<file path="src/rtl/pmbist_mem_collar.sv">
// ---------------------------------------------------------------------------
// pmbist_mem_collar
//
// Collar that sits between a single-port memory and both its functional user
// and a programmable MBIST controller. While a test is active it steers the
// memory port to the BIST address/data and compares read data against the
// expected background. It accumulates a sticky fail flag, a saturating fail
// count and the first failing address/mask. When the test ends, those results
// are captured into a scan-out result register.
//
// Ports
//   clk, rst            : clock, synchronous active-high reset
//   mbist_run           : controller test-active level
//   i_addr_x/i_addr_y   : BIST column / row address
//   i_data              : BIST write data, also the expected read data
//   i_cs/i_we/i_re      : BIST chip select, write enable, read enable
//   i_comp_en           : compare the read issued this cycle
//   fn_addr/fn_wdata    : functional address / write data
//   fn_we/fn_re         : functional write / read enable
//   mem_rdata           : memory read data, valid one cycle after mem_re
//   mem_addr/mem_wdata  : memory address / write data
//   mem_we/mem_re       : memory write / read enable
//   o_fail_flag         : sticky fail indication to the controller
//   shift_result, si, so: result register shift enable, scan in, scan out
// ---------------------------------------------------------------------------
module pmbist_mem_collar #(
    parameter int ADDR_X  = 2,
    parameter int ADDR_Y  = 2,
    parameter int BG_DATA = 2,
    parameter int CNT_W   = 4
) (
    input  logic                       clk,
    input  logic                       rst,
    input  logic                       mbist_run,
    input  logic [ADDR_X-1:0]          i_addr_x,
    input  logic [ADDR_Y-1:0]          i_addr_y,
    input  logic [BG_DATA-1:0]         i_data,
    input  logic                       i_cs,
    input  logic                       i_we,
    input  logic                       i_re,
    input  logic                       i_comp_en,
    input  logic [ADDR_X+ADDR_Y-1:0]   fn_addr,
    input  logic [BG_DATA-1:0]         fn_wdata,
    input  logic                       fn_we,
    input  logic                       fn_re,
    input  logic [BG_DATA-1:0]         mem_rdata,
    output logic [ADDR_X+ADDR_Y-1:0]   mem_addr,
    output logic [BG_DATA-1:0]         mem_wdata,
    output logic                       mem_we,
    output logic                       mem_re,
    output logic                       o_fail_flag,
    input  logic                       shift_result,
    input  logic                       si,
    output logic                       so
);

    localparam int AW    = ADDR_X + ADDR_Y;
    localparam int RES_W = CNT_W + AW + BG_DATA + 1;

    typedef enum logic [1:0] {
        IDLE  = 2'd0,
        TEST  = 2'd1,
        DRAIN = 2'd2,
        HOLD  = 2'd3
    } state_t;

    state_t             state_q;

    logic               cmp_vld_q;
    logic [BG_DATA-1:0] exp_data_q;
    logic [AW-1:0]      cmp_addr_q;

    logic               fail_sticky_q, fail_sticky_d;
    logic [CNT_W-1:0]   fail_cnt_q,    fail_cnt_d;
    logic [AW-1:0]      first_addr_q,  first_addr_d;
    logic [BG_DATA-1:0] first_mask_q,  first_mask_d;
    logic               first_seen_q,  first_seen_d;

    logic [RES_W-1:0]   result_q;

    logic               start;
    logic [BG_DATA-1:0] mask;
    logic               mismatch;

    // Memory port mux: BIST owns the memory only while the test is running.
    always_comb begin
        if (state_q == TEST) begin
            mem_addr  = {i_addr_y, i_addr_x};
            mem_wdata = i_data;
            mem_we    = i_cs & i_we;
            mem_re    = i_cs & i_re;
        end else begin
            mem_addr  = fn_addr;
            mem_wdata = fn_wdata;
            mem_we    = fn_we;
            mem_re    = fn_re;
        end
    end

    // A new run starts on the same edge that enters TEST.
    assign start    = ((state_q == IDLE) || (state_q == HOLD)) && mbist_run;
    // cmp_vld_q can only be set by a TEST read, so it is live only in TEST or DRAIN.
    assign mask     = mem_rdata ^ exp_data_q;
    assign mismatch = cmp_vld_q && (mask != '0);

    // Accumulator next-state. The DRAIN result load uses these values, so a
    // compare that lands in DRAIN is still captured.
    always_comb begin
        // NOTE: every output gets a default first so no path leaves it unassigned (no latch).
        fail_sticky_d = fail_sticky_q;
        fail_cnt_d    = fail_cnt_q;
        first_addr_d  = first_addr_q;
        first_mask_d  = first_mask_q;
        first_seen_d  = first_seen_q;
        if (start) begin
            fail_sticky_d = 1'b0;
            fail_cnt_d    = '0;
            first_addr_d  = '0;
            first_mask_d  = '0;
            first_seen_d  = 1'b0;
        end else if (mismatch) begin
            fail_sticky_d = 1'b1;
            if (fail_cnt_q != '1) begin
                fail_cnt_d = fail_cnt_q + CNT_W'(1);
            end
            if (!first_seen_q) begin
                first_addr_d = cmp_addr_q;
                first_mask_d = mask;
                first_seen_d = 1'b1;
            end
        end
    end

    always_ff @(posedge clk) begin
        // NOTE: all state uses non-blocking assignments so every register samples pre-edge values.
        if (rst) begin
            state_q       <= IDLE;
            cmp_vld_q     <= 1'b0;
            exp_data_q    <= '0;
            cmp_addr_q    <= '0;
            fail_sticky_q <= 1'b0;
            fail_cnt_q    <= '0;
            first_addr_q  <= '0;
            first_mask_q  <= '0;
            first_seen_q  <= 1'b0;
            result_q      <= '0;
        end else begin
            case (state_q)
                IDLE:    if (mbist_run)  state_q <= TEST;
                TEST:    if (!mbist_run) state_q <= DRAIN;
                DRAIN:                   state_q <= HOLD;
                HOLD:    if (mbist_run)  state_q <= TEST;
                default:                 state_q <= IDLE;
            endcase

            if ((state_q == TEST) && mem_re) begin
                cmp_vld_q  <= i_comp_en;
                exp_data_q <= i_data;
                cmp_addr_q <= mem_addr;
            end else begin
                cmp_vld_q  <= 1'b0;
            end

            fail_sticky_q <= fail_sticky_d;
            fail_cnt_q    <= fail_cnt_d;
            first_addr_q  <= first_addr_d;
            first_mask_q  <= first_mask_d;
            first_seen_q  <= first_seen_d;

            // The parallel load in DRAIN wins over a shift request.
            if (state_q == DRAIN) begin
                result_q <= {fail_cnt_d, first_addr_d, first_mask_d, fail_sticky_d};
            end else if (shift_result) begin
                result_q <= {si, result_q[RES_W-1:1]};
            end
        end
    end

    assign o_fail_flag = fail_sticky_q;
    assign so          = result_q[0];

endmodule
</file>
<file path="config.mk">
export PLATFORM = sky130hd
export DESIGN_NAME = pmbist_mem_collar
export DESIGN_NICKNAME = d
export VERILOG_FILES = /design/src/rtl/pmbist_mem_collar.sv
export SDC_FILE = /design/constraint.sdc
export NUM_CORES = 1
export LEC_CHECK = 0
export ABC_AREA = 1
export CAP_MARGIN = 20
export CORE_ASPECT_RATIO = 0.5
export CORE_MARGIN = 4
export CORE_UTILIZATION = 50
export DETAILED_ROUTE_END_ITERATION = 12
export PLACE_DENSITY = 0.9
export SETUP_SLACK_MARGIN = 0.2
export SLEW_MARGIN = 20
export SYNTH_ARGS = -nofsm -noshare
export SYNTH_HDL_FRONTEND = slang
export SYNTH_SLANG_ARGS = --single-unit
</file>
<file path="constraint.sdc">
create_clock -name clk -period 3.28 [get_ports clk]
set_input_delay 0.656 -clock clk [delete_from_list [all_inputs] [get_ports clk]]
set_output_delay 0.656 -clock clk [all_outputs]
set_load 0.05 [all_outputs]
</file>
==> impl_metrics.prom, run 1 <==
# TYPE chip_impl_metric gauge
chip_impl_metric{name="vias_per_cell",unit=""} 5.256
chip_impl_metric{name="synth_edf_count",unit=""} 0
chip_impl_metric{name="setup-tns-final",unit="ps"} 0
chip_impl_metric{name="die-area",unit="sq um"} 4357
chip_impl_metric{name="final.setup.worst_slack",unit="ps"} 526.7
chip_impl_metric{name="synth-seq-cells",unit=""} 32
chip_impl_metric{name="worstMarginPinSlew",unit="ps"} 513.9
chip_impl_info{name="critical_path.slowest_cell",value="sky130_fd_sc_hd__clkdlybuf4s50_1"} 1
chip_impl_metric{name="max-cap-violations",unit=""} 0
chip_impl_info{name="worstSetupEndpointType",value="primary output"} 1
chip_impl_metric{name="setup_viol_count_final",unit=""} 0
chip_impl_metric{name="timing.final.max_slew_violations",unit=""} 0
chip_impl_metric{name="buffer_ports.inserted",unit=""} 34
chip_impl_metric{name="place_hpwl",unit="mm"} 2.910
chip_impl_metric{name="globalRouteTotalUtil",unit=""} 0.1995
chip_impl_info{name="grt_setup_unrepaired",value="no"} 1
chip_impl_metric{name="htreeDepth",unit=""} 2
chip_impl_metric{name="clkTransAtPathRegs",unit="ps"} 60
chip_impl_metric{name="die_y",unit="um"} 48.72
chip_impl_metric{name="die-width",unit="um"} 89.44
chip_impl_metric{name="global_route.overflow_total",unit=""} 0
chip_impl_info{name="min_delay_path_class",value="reg -> reg"} 1
chip_impl_info{name="timing_worst_setup_path_type",value="reg -> out"} 1
chip_impl_metric{name="clock-skew-final",unit="ps"} 2.885
chip_impl_metric{name="drive_above_1_share",unit=""} 0.1119
chip_impl_metric{name="power_per_cell_area",unit="nW/um^2"} 658.7
chip_impl_metric{name="insertion_delay",unit="ps"} 280
chip_impl_metric{name="rows",unit=""} 14
chip_impl_metric{name="cp_num_buf_inv",unit=""} 3
chip_impl_metric{name="grt_pass1_wl",unit="mm"} 6.768
chip_impl_info{name="cts.root.buffer_cell",value="sky130_fd_sc_hd__clkbuf_8"} 1
chip_impl_metric{name="max_clock_freq",unit="GHz"} 0.3632
chip_impl_metric{name="detailedPlace.worstSlack",unit="ps"} 541.7
chip_impl_metric{name="detailroute.via_count",unit=""} 1666
chip_impl_info{name="status",value="finished clean"} 1
chip_impl_info{name="kind_of_start_point_of_the_critical_path",value="register"} 1
chip_impl_metric{name="drt_drc_violations_left",unit=""} 0
chip_impl_metric{name="ioPinCount",unit=""} 35
chip_impl_metric{name="detail_route.wl_per_cell",unit="um"} 12.32
chip_impl_metric{name="insertedDiodeCount",unit=""} 0
chip_impl_metric{name="routed_wl",unit="mm"} 3.905
chip_impl_metric{name="cts-buffers-inserted",unit=""} 5
chip_impl_metric{name="grt_pass1_vias",unit=""} 1583
chip_impl_metric{name="cpPeakStageDelay",unit="ps"} 710
chip_impl_metric{name="slew_headroom",unit=""} 0.6563
chip_impl_info{name="cp_common_cell",value="sky130_fd_sc_hd__nand2_1"} 1
chip_impl_metric{name="yosys_warnings",unit=""} 0
chip_impl_metric{name="antenna_violations_before_repair",unit=""} 0
chip_impl_metric{name="post-cts-setup-buffer-count",unit=""} 0
chip_impl_metric{name="worst_r2r_path_depth",unit=""} 7
chip_impl_metric{name="finalHoldViolCount",unit=""} 0
chip_impl_info{name="synth_top_flop_cell",value="sky130_fd_sc_hd__dfxtp_1"} 1
chip_impl_metric{name="cp_num_cells",unit=""} 6
chip_impl_metric{name="placeableCoreArea",unit="sq um"} 3083
chip_impl_metric{name="synth-async-reset-ratio",unit=""} 0
chip_impl_info{name="cell_type_group_with_the_largest_total_delay_on_the_critical_path",value="buffers and inverters"} 1
chip_impl_metric{name="drtIter0Drc",unit=""} 119
chip_impl_metric{name="initial_cell_density_of_the_core",unit=""} 0.5377
chip_impl_metric{name="syn_std_cell_area",unit="sq um"} 1658
chip_impl_metric{name="postSynthAreaPerCell",unit="sq um"} 6.879
chip_impl_metric{name="worstPathMaxFanout",unit=""} 10
chip_impl_metric{name="synth-seq-area-share",unit=""} 0.3864
chip_impl_metric{name="largest_net_degree_at_the_start_of_global_routing",unit=""} 14
chip_impl_metric{name="ctsLongestPathBuffers",unit=""} 2
chip_impl_metric{name="min_path_cells",unit=""} 2
chip_impl_metric{name="fin_crit_sh",unit=""} 0.8394
chip_impl_metric{name="globalplace.congestion",unit=""} 0.8458
chip_impl_metric{name="area_overhead_vs_synth",unit="%"} 26.94
chip_impl_metric{name="synthesized_netlist_net_count",unit=""} 270
chip_impl_info{name="tritoncts_clock_tree",value="yes"} 1
chip_impl_metric{name="power.static_leakage",unit="nW"} 0.9236
chip_impl_metric{name="irDropWorstVdd",unit="mV"} 0.5808
chip_impl_metric{name="num-nets-final",unit=""} 305
chip_impl_metric{name="crit_arrival",unit="ps"} 2100
chip_impl_metric{name="post_synth_inst_count",unit=""} 241
chip_impl_metric{name="antenna_violating_nets_post_route",unit=""} 0
chip_impl_metric{name="worst-endpoint-required",unit="ps"} 2620
chip_impl_metric{name="cts.hold.buffers_added",unit=""} 0
chip_impl_metric{name="post_cts_resized",unit=""} 0
chip_impl_metric{name="period_needed",unit="ps"} 2753
chip_impl_metric{name="clock-sinks",unit=""} 32
chip_impl_metric{name="netlist-cell-type-count",unit=""} 29
chip_impl_metric{name="detailedRoute.firstPassIterationCount",unit=""} 5
chip_impl_info{name="cp_cell_sequence",value="inv_1 -> ha_2 -> clkinvlp_4 -> nand2_1 -> nand2_1 -> clkdlybuf4s50_1"} 1
[worst min-delay path, delay by kind of cell, from the launching register on]
family	cells	cell delay [ps]
compound gates	1	60
flops	1	300
buf+inv	1	70
[stage by stage]
step                      instance area, sq um    util   power, W  hold slack (ps)  instances
final                                     2105  0.6826   0.001386            466.4        317
after CTS                                 2098  0.6806   0.001388            464.4        317
after floorplan                           1658       -  0.0008987            424.6        241
after global placement                    2008  0.6514   0.001059            445.6        309
after detailed placement                  2008  0.6514   0.001075            456.3        309
after global routing                      2105  0.6826   0.001488            497.0        317
[cell usage after synthesis, drive strengths merged (3+ instances only)]
| library cell | number | area (sq um) |
|---|---|---|
| nand2 | 86 | 360.4 |
| inv | 28 | 105.1 |
| nand3 | 17 | 90.09 |
| nand4 | 3 | 18.77 |
| a21oi | 16 | 95.09 |
| o21ai | 23 | 118.9 |
| nor2 | 14 | 52.55 |
| buf | 6 | 45.03 |
| ha | 4 | 50.05 |
| dfxtp | 32 | 640.6 |
[final timing paths]
check / from / to / slack [ps]
worst max register to register: state_q[0]$_SDFFE_PP0P_ / result_q[9]$_SDFFE_PP0P_ / 1470
worst min-delay path: cmp_addr_q[0]$_SDFFE_PP0P_ / cmp_addr_q[0]$_SDFFE_PP0P_ / 470
worst max-delay path: state_q[1]$_SDFFE_PP0P_ / mem_addr[3] / 530
worst min register to register: cmp_addr_q[0]$_SDFFE_PP0P_ / cmp_addr_q[0]$_SDFFE_PP0P_ / 470
[routing by layer]
metal | part of all wire | GRT usage | vias up
li1 | - | - | 838
met1 | 0.43 | 0.2528 | 741
met2 | 0.46 | 0.3117 | 79
met3 | 0.097 | 0.06102 | 8
met4 | 0.020 | 0.08416 | 0
met5 | 0 | 0 | -
[final cells by class]
| class | count | area, sq um |
|---|---|---|
| clock buffers | 8 | 90.09 |
| fillers | 252 | 978.4 |
| inverters | 29 | 112.6 |
| multi-input cells | 172 | 858.3 |
| flip-flops and latches | 32 | 640.6 |
| well taps | 40 | 50.05 |
| repair buffers | 36 | 352.8 |
[cells in the final DEF, fill, tap and decap left out, types with 2 or more instances in the layout]
| cell type | n |
|---|---|
| sky130_fd_sc_hd__nand3_1 | 16 |
| sky130_fd_sc_hd__clkbuf_1 | 2 |
| sky130_fd_sc_hd__a31o_2 | 2 |
| sky130_fd_sc_hd__clkbuf_8 | 6 |
| sky130_fd_sc_hd__ha_1 | 3 |
| sky130_fd_sc_hd__inv_1 | 27 |
| sky130_fd_sc_hd__nor2_1 | 14 |
| sky130_fd_sc_hd__clkdlybuf4s50_1 | 33 |
| sky130_fd_sc_hd__buf_4 | 3 |
| sky130_fd_sc_hd__nand4_1 | 3 |
| sky130_fd_sc_hd__o21ai_0 | 21 |
| sky130_fd_sc_hd__dfxtp_1 | 32 |
| sky130_fd_sc_hd__nand2_2 | 6 |
| sky130_fd_sc_hd__and3_1 | 2 |
| sky130_fd_sc_hd__a21oi_2 | 4 |
| sky130_fd_sc_hd__nand2_1 | 77 |
| sky130_fd_sc_hd__a21oi_1 | 12 |
| sky130_fd_sc_hd__nand2_4 | 3 |
[where the power goes]
part / internal [W] / switching [W]
registers: 0.000435 / 0.0000270
logic: 0.000201 / 0.000418
clock network: 0.000171 / 0.000135
total: 0.000807 / 0.000580
[registers in the layout, summed over array words and instances (netlist names)]
name / count
first_addr_q: 4
cmp_addr_q: 4
state_q: 2
exp_data_q: 2
first_mask_q: 2
o_fail_flag: 1
cmp_vld_q: 1
first_seen_q: 1
result_q: 11
fail_cnt_q: 4
[logic make-up after synthesis]
kind of cell	after synthesis	share of synthesized area
and+or+nand+nor	124	0.3298
AOI/OAI and AO/OA	43	0.1509
buffers and inverters	37	0.09735
DFF	32	0.3864
adders and majority gates	4	0.03019
xor gates and xnor gates	1	0.005284
(Power assumes the default switching activity.)
==> run 2, diff against run 1 <==
--- a/config.mk
+++ b/config.mk
@@ -9,9 +9,9 @@
 export CAP_MARGIN = 20
 export CORE_ASPECT_RATIO = 0.5
 export CORE_MARGIN = 4
-export CORE_UTILIZATION = 50
+export CORE_UTILIZATION = 45
 export DETAILED_ROUTE_END_ITERATION = 12
-export PLACE_DENSITY = 0.9
+export PLACE_DENSITY = 0.86
 export SETUP_SLACK_MARGIN = 0.2
 export SLEW_MARGIN = 20
 export SYNTH_ARGS = -nofsm -noshare
==> constraint.sdc (replaced) <==
create_clock -name clk -period 2.4 [get_ports clk]
set_input_delay 0.48 -clock clk [delete_from_list [all_inputs] [get_ports clk]]
set_output_delay 0.48 -clock clk [all_outputs]
set_load 0.05 [all_outputs]
==> run 2 against run 1 <==
- via count is 1.2% lower
- clock-buffer cell count stayed put
- global-route usage is 2.7 points lower
- flip-flop and latch count stayed put
- utilization is 6.5 points lower
- sequential share of layout area is 0.72 points lower
- largest cell class unchanged
==> impl_metrics.prom, run 2 (synthesis results as in run 1) <==
# TYPE chip_impl_metric gauge
chip_impl_info{name="status",value="finished clean"} 1
chip_impl_metric{name="largest_reg_flops",unit=""} 11
chip_impl_metric{name="grtUsageMet3",unit=""} 0.04412
chip_impl_metric{name="ctsLongestPathBuffers",unit=""} 2
chip_impl_metric{name="timing.final.max_slew_violations",unit=""} 0
chip_impl_info{name="cts.root.buffer_cell",value="sky130_fd_sc_hd__clkbuf_8"} 1
chip_impl_info{name="critical_path.slowest_cell",value="sky130_fd_sc_hd__dfxtp_1"} 1
chip_impl_metric{name="clock-skew-final",unit="ps"} 6.496
chip_impl_metric{name="place_hpwl",unit="mm"} 2.910
chip_impl_metric{name="cp_num_buf_inv",unit=""} 3
chip_impl_metric{name="drtIter0Drc",unit=""} 92
chip_impl_metric{name="period_needed",unit="ps"} 2019
chip_impl_metric{name="finalHoldViolCount",unit=""} 0
chip_impl_info{name="timing_worst_setup_path_type",value="reg -> out"} 1
chip_impl_metric{name="placeableCoreArea",unit="sq um"} 3491
chip_impl_info{name="grt_setup_unrepaired",value="no"} 1
chip_impl_metric{name="clock-sinks",unit=""} 32
chip_impl_metric{name="fin_crit_sh",unit=""} 0.8412
chip_impl_info{name="layout_common_cells",value="77 x sky130_fd_sc_hd__nand2_1, 32 x sky130_fd_sc_hd__dfxtp_1, 27 x sky130_fd_sc_hd__inv_1"} 1
chip_impl_metric{name="power_per_cell_area",unit="nW/um^2"} 913.1
chip_impl_metric{name="worstMarginPinSlew",unit="ps"} 490.0
chip_impl_metric{name="grt_pass1_wl",unit="mm"} 6.575
chip_impl_metric{name="die-width",unit="um"} 93.84
chip_impl_metric{name="met1_usage",unit=""} 0.2093
chip_impl_info{name="min_delay_path_class",value="reg -> reg"} 1
chip_impl_metric{name="slew_headroom",unit=""} 0.6723
chip_impl_metric{name="initial_cell_density_of_the_core",unit=""} 0.4749
chip_impl_metric{name="global_route.overflow_total",unit=""} 0
chip_impl_metric{name="grt_pass1_vias",unit=""} 1547
chip_impl_metric{name="buffer_ports.inserted",unit=""} 34
chip_impl_metric{name="setup_viol_count_final",unit=""} 0
chip_impl_info{name="final_common_cell",value="sky130_fd_sc_hd__nand2_1"} 1
chip_impl_metric{name="setup-tns-final",unit="ps"} 0
chip_impl_metric{name="cpPeakStageDelay",unit="ps"} 330
chip_impl_info{name="cell_type_group_with_the_largest_total_delay_on_the_critical_path",value="buffers and inverters"} 1
chip_impl_metric{name="routed_wl",unit="mm"} 3.921
chip_impl_metric{name="max-cap-violations",unit=""} 0
chip_impl_metric{name="power.static_leakage",unit="nW"} 0.9555
chip_impl_info{name="tritoncts_clock_tree",value="yes"} 1
chip_impl_metric{name="insertion_delay",unit="ps"} 290
chip_impl_metric{name="max_clock_freq",unit="GHz"} 0.4953
chip_impl_metric{name="crit_arrival",unit="ps"} 1540
chip_impl_info{name="cp_cell_sequence",value="inv_1 -> ha_2 -> clkinv_2 -> nand2_1 -> nand2_1 -> buf_4"} 1
chip_impl_metric{name="worst-endpoint-required",unit="ps"} 1920
chip_impl_metric{name="insertedDiodeCount",unit=""} 0
chip_impl_metric{name="drt_drc_violations_left",unit=""} 0
chip_impl_metric{name="worstPathMaxFanout",unit=""} 10
chip_impl_metric{name="largest_net_degree_at_the_start_of_global_routing",unit=""} 14
chip_impl_metric{name="clkTransAtPathRegs",unit="ps"} 60
chip_impl_metric{name="detailroute.via_count",unit=""} 1646
chip_impl_metric{name="ioPinCount",unit=""} 35
chip_impl_info{name="kind_of_start_point_of_the_critical_path",value="register"} 1
chip_impl_metric{name="antenna_violating_nets_post_route",unit=""} 0
chip_impl_metric{name="detail_route.wl_per_cell",unit="um"} 11.92
chip_impl_metric{name="globalRouteTotalUtil",unit=""} 0.1723
chip_impl_metric{name="globalplace.congestion",unit=""} 0.8410
chip_impl_metric{name="post-cts-setup-buffer-count",unit=""} 0
chip_impl_metric{name="irDropWorstVdd",unit="mV"} 0.5757
chip_impl_metric{name="cts-buffers-inserted",unit=""} 5
chip_impl_metric{name="die-area",unit="sq um"} 4778
chip_impl_metric{name="cts.hold.buffers_added",unit=""} 0
chip_impl_info{name="worstSetupEndpointType",value="primary output"} 1
chip_impl_info{name="globalRoute.busiestLayer",value="met2"} 1
chip_impl_info{name="top_reg_by_flops",value="result_q"} 1
chip_impl_metric{name="drive_above_1_share",unit=""} 0.1403
chip_impl_metric{name="antenna_violations_before_repair",unit=""} 0
chip_impl_metric{name="htreeDepth",unit=""} 2
chip_impl_metric{name="report.power.total",unit="W"} 0.001968
chip_impl_metric{name="rows",unit=""} 15
chip_impl_metric{name="area_overhead_vs_synth",unit="%"} 30.04
chip_impl_metric{name="die_y",unit="um"} 50.92
chip_impl_metric{name="detailedRoute.firstPassIterationCount",unit=""} 4
chip_impl_metric{name="vias_per_cell",unit=""} 5.003
chip_impl_metric{name="num-nets-final",unit=""} 306
chip_impl_metric{name="grt_util_met2",unit=""} 0.2949
chip_impl_info{name="cp_common_cell",value="sky130_fd_sc_hd__nand2_1"} 1
run 2: repair_timing:
action	4_1_cts	5_1_grt
endpoints found under the setup margin	8	8
pin swaps	0	0
gates resized for setup	1	1
run 2: worst paths after layout:
kind	cells past startpoint	end	start	slack [ps]
hold / removal	2	cmp_addr_q[0]$_SDFFE_PP0P_	cmp_addr_q[0]$_SDFFE_PP0P_	460
hold reg to reg	2	cmp_addr_q[0]$_SDFFE_PP0P_	cmp_addr_q[0]$_SDFFE_PP0P_	460
setup reg to reg	7	result_q[4]$_SDFFE_PP0P_	state_q[0]$_SDFFE_PP0P_	610
setup / recovery	6	mem_addr[0]	state_q[1]$_SDFFE_PP0P_	380
run 2: layout make-up:
class / count / area [sq um]
timing repair buffer: 37 / 392.9
clock buffer: 8 / 90.09
multi-input combinational: 172 / 858.3
sequential: 32 / 640.6
tap: 51 / 63.81
inverter: 29 / 110.1
fill: 319 / 1335
run 2: layer usage:
metal | part of all wire | wire, um
met1 | 0.43 | 1687
met2 | 0.46 | 1812
met3 | 0.087 | 342
met4 | 0.020 | 78
met5 | 0 | 0
run 2: worst min-delay path, delay by kind of cell (launching register included):
family	cells	cell delay, ps
DFF	1	290
buffers and inverters	1	60
AOI/OAI and AO/OA	1	60
run 2: metrics by stage:
step	util	instances	area [sq um]	worst slack [ps]	hold WS, ps
2_1_floorplan	-	241	1658	612.1	424.6
3_3_place_gp	0.5907	321	2062	415.5	446.4
3_5_place_dp	0.5907	321	2062	370.0	456.8
4_1_cts	0.6168	329	2153	210.6	462.9
5_1_grt	0.6176	329	2156	272.8	497.4
6_report	0.6176	329	2156	381.2	462.2
run 2: report_power, final:
part	internal, W	leakage, nW	switching [W]
sequential	0.000595	0.260	0.0000390
clock	0.000233	0.0455	0.000184
combinational	0.000328	0.650	0.000589
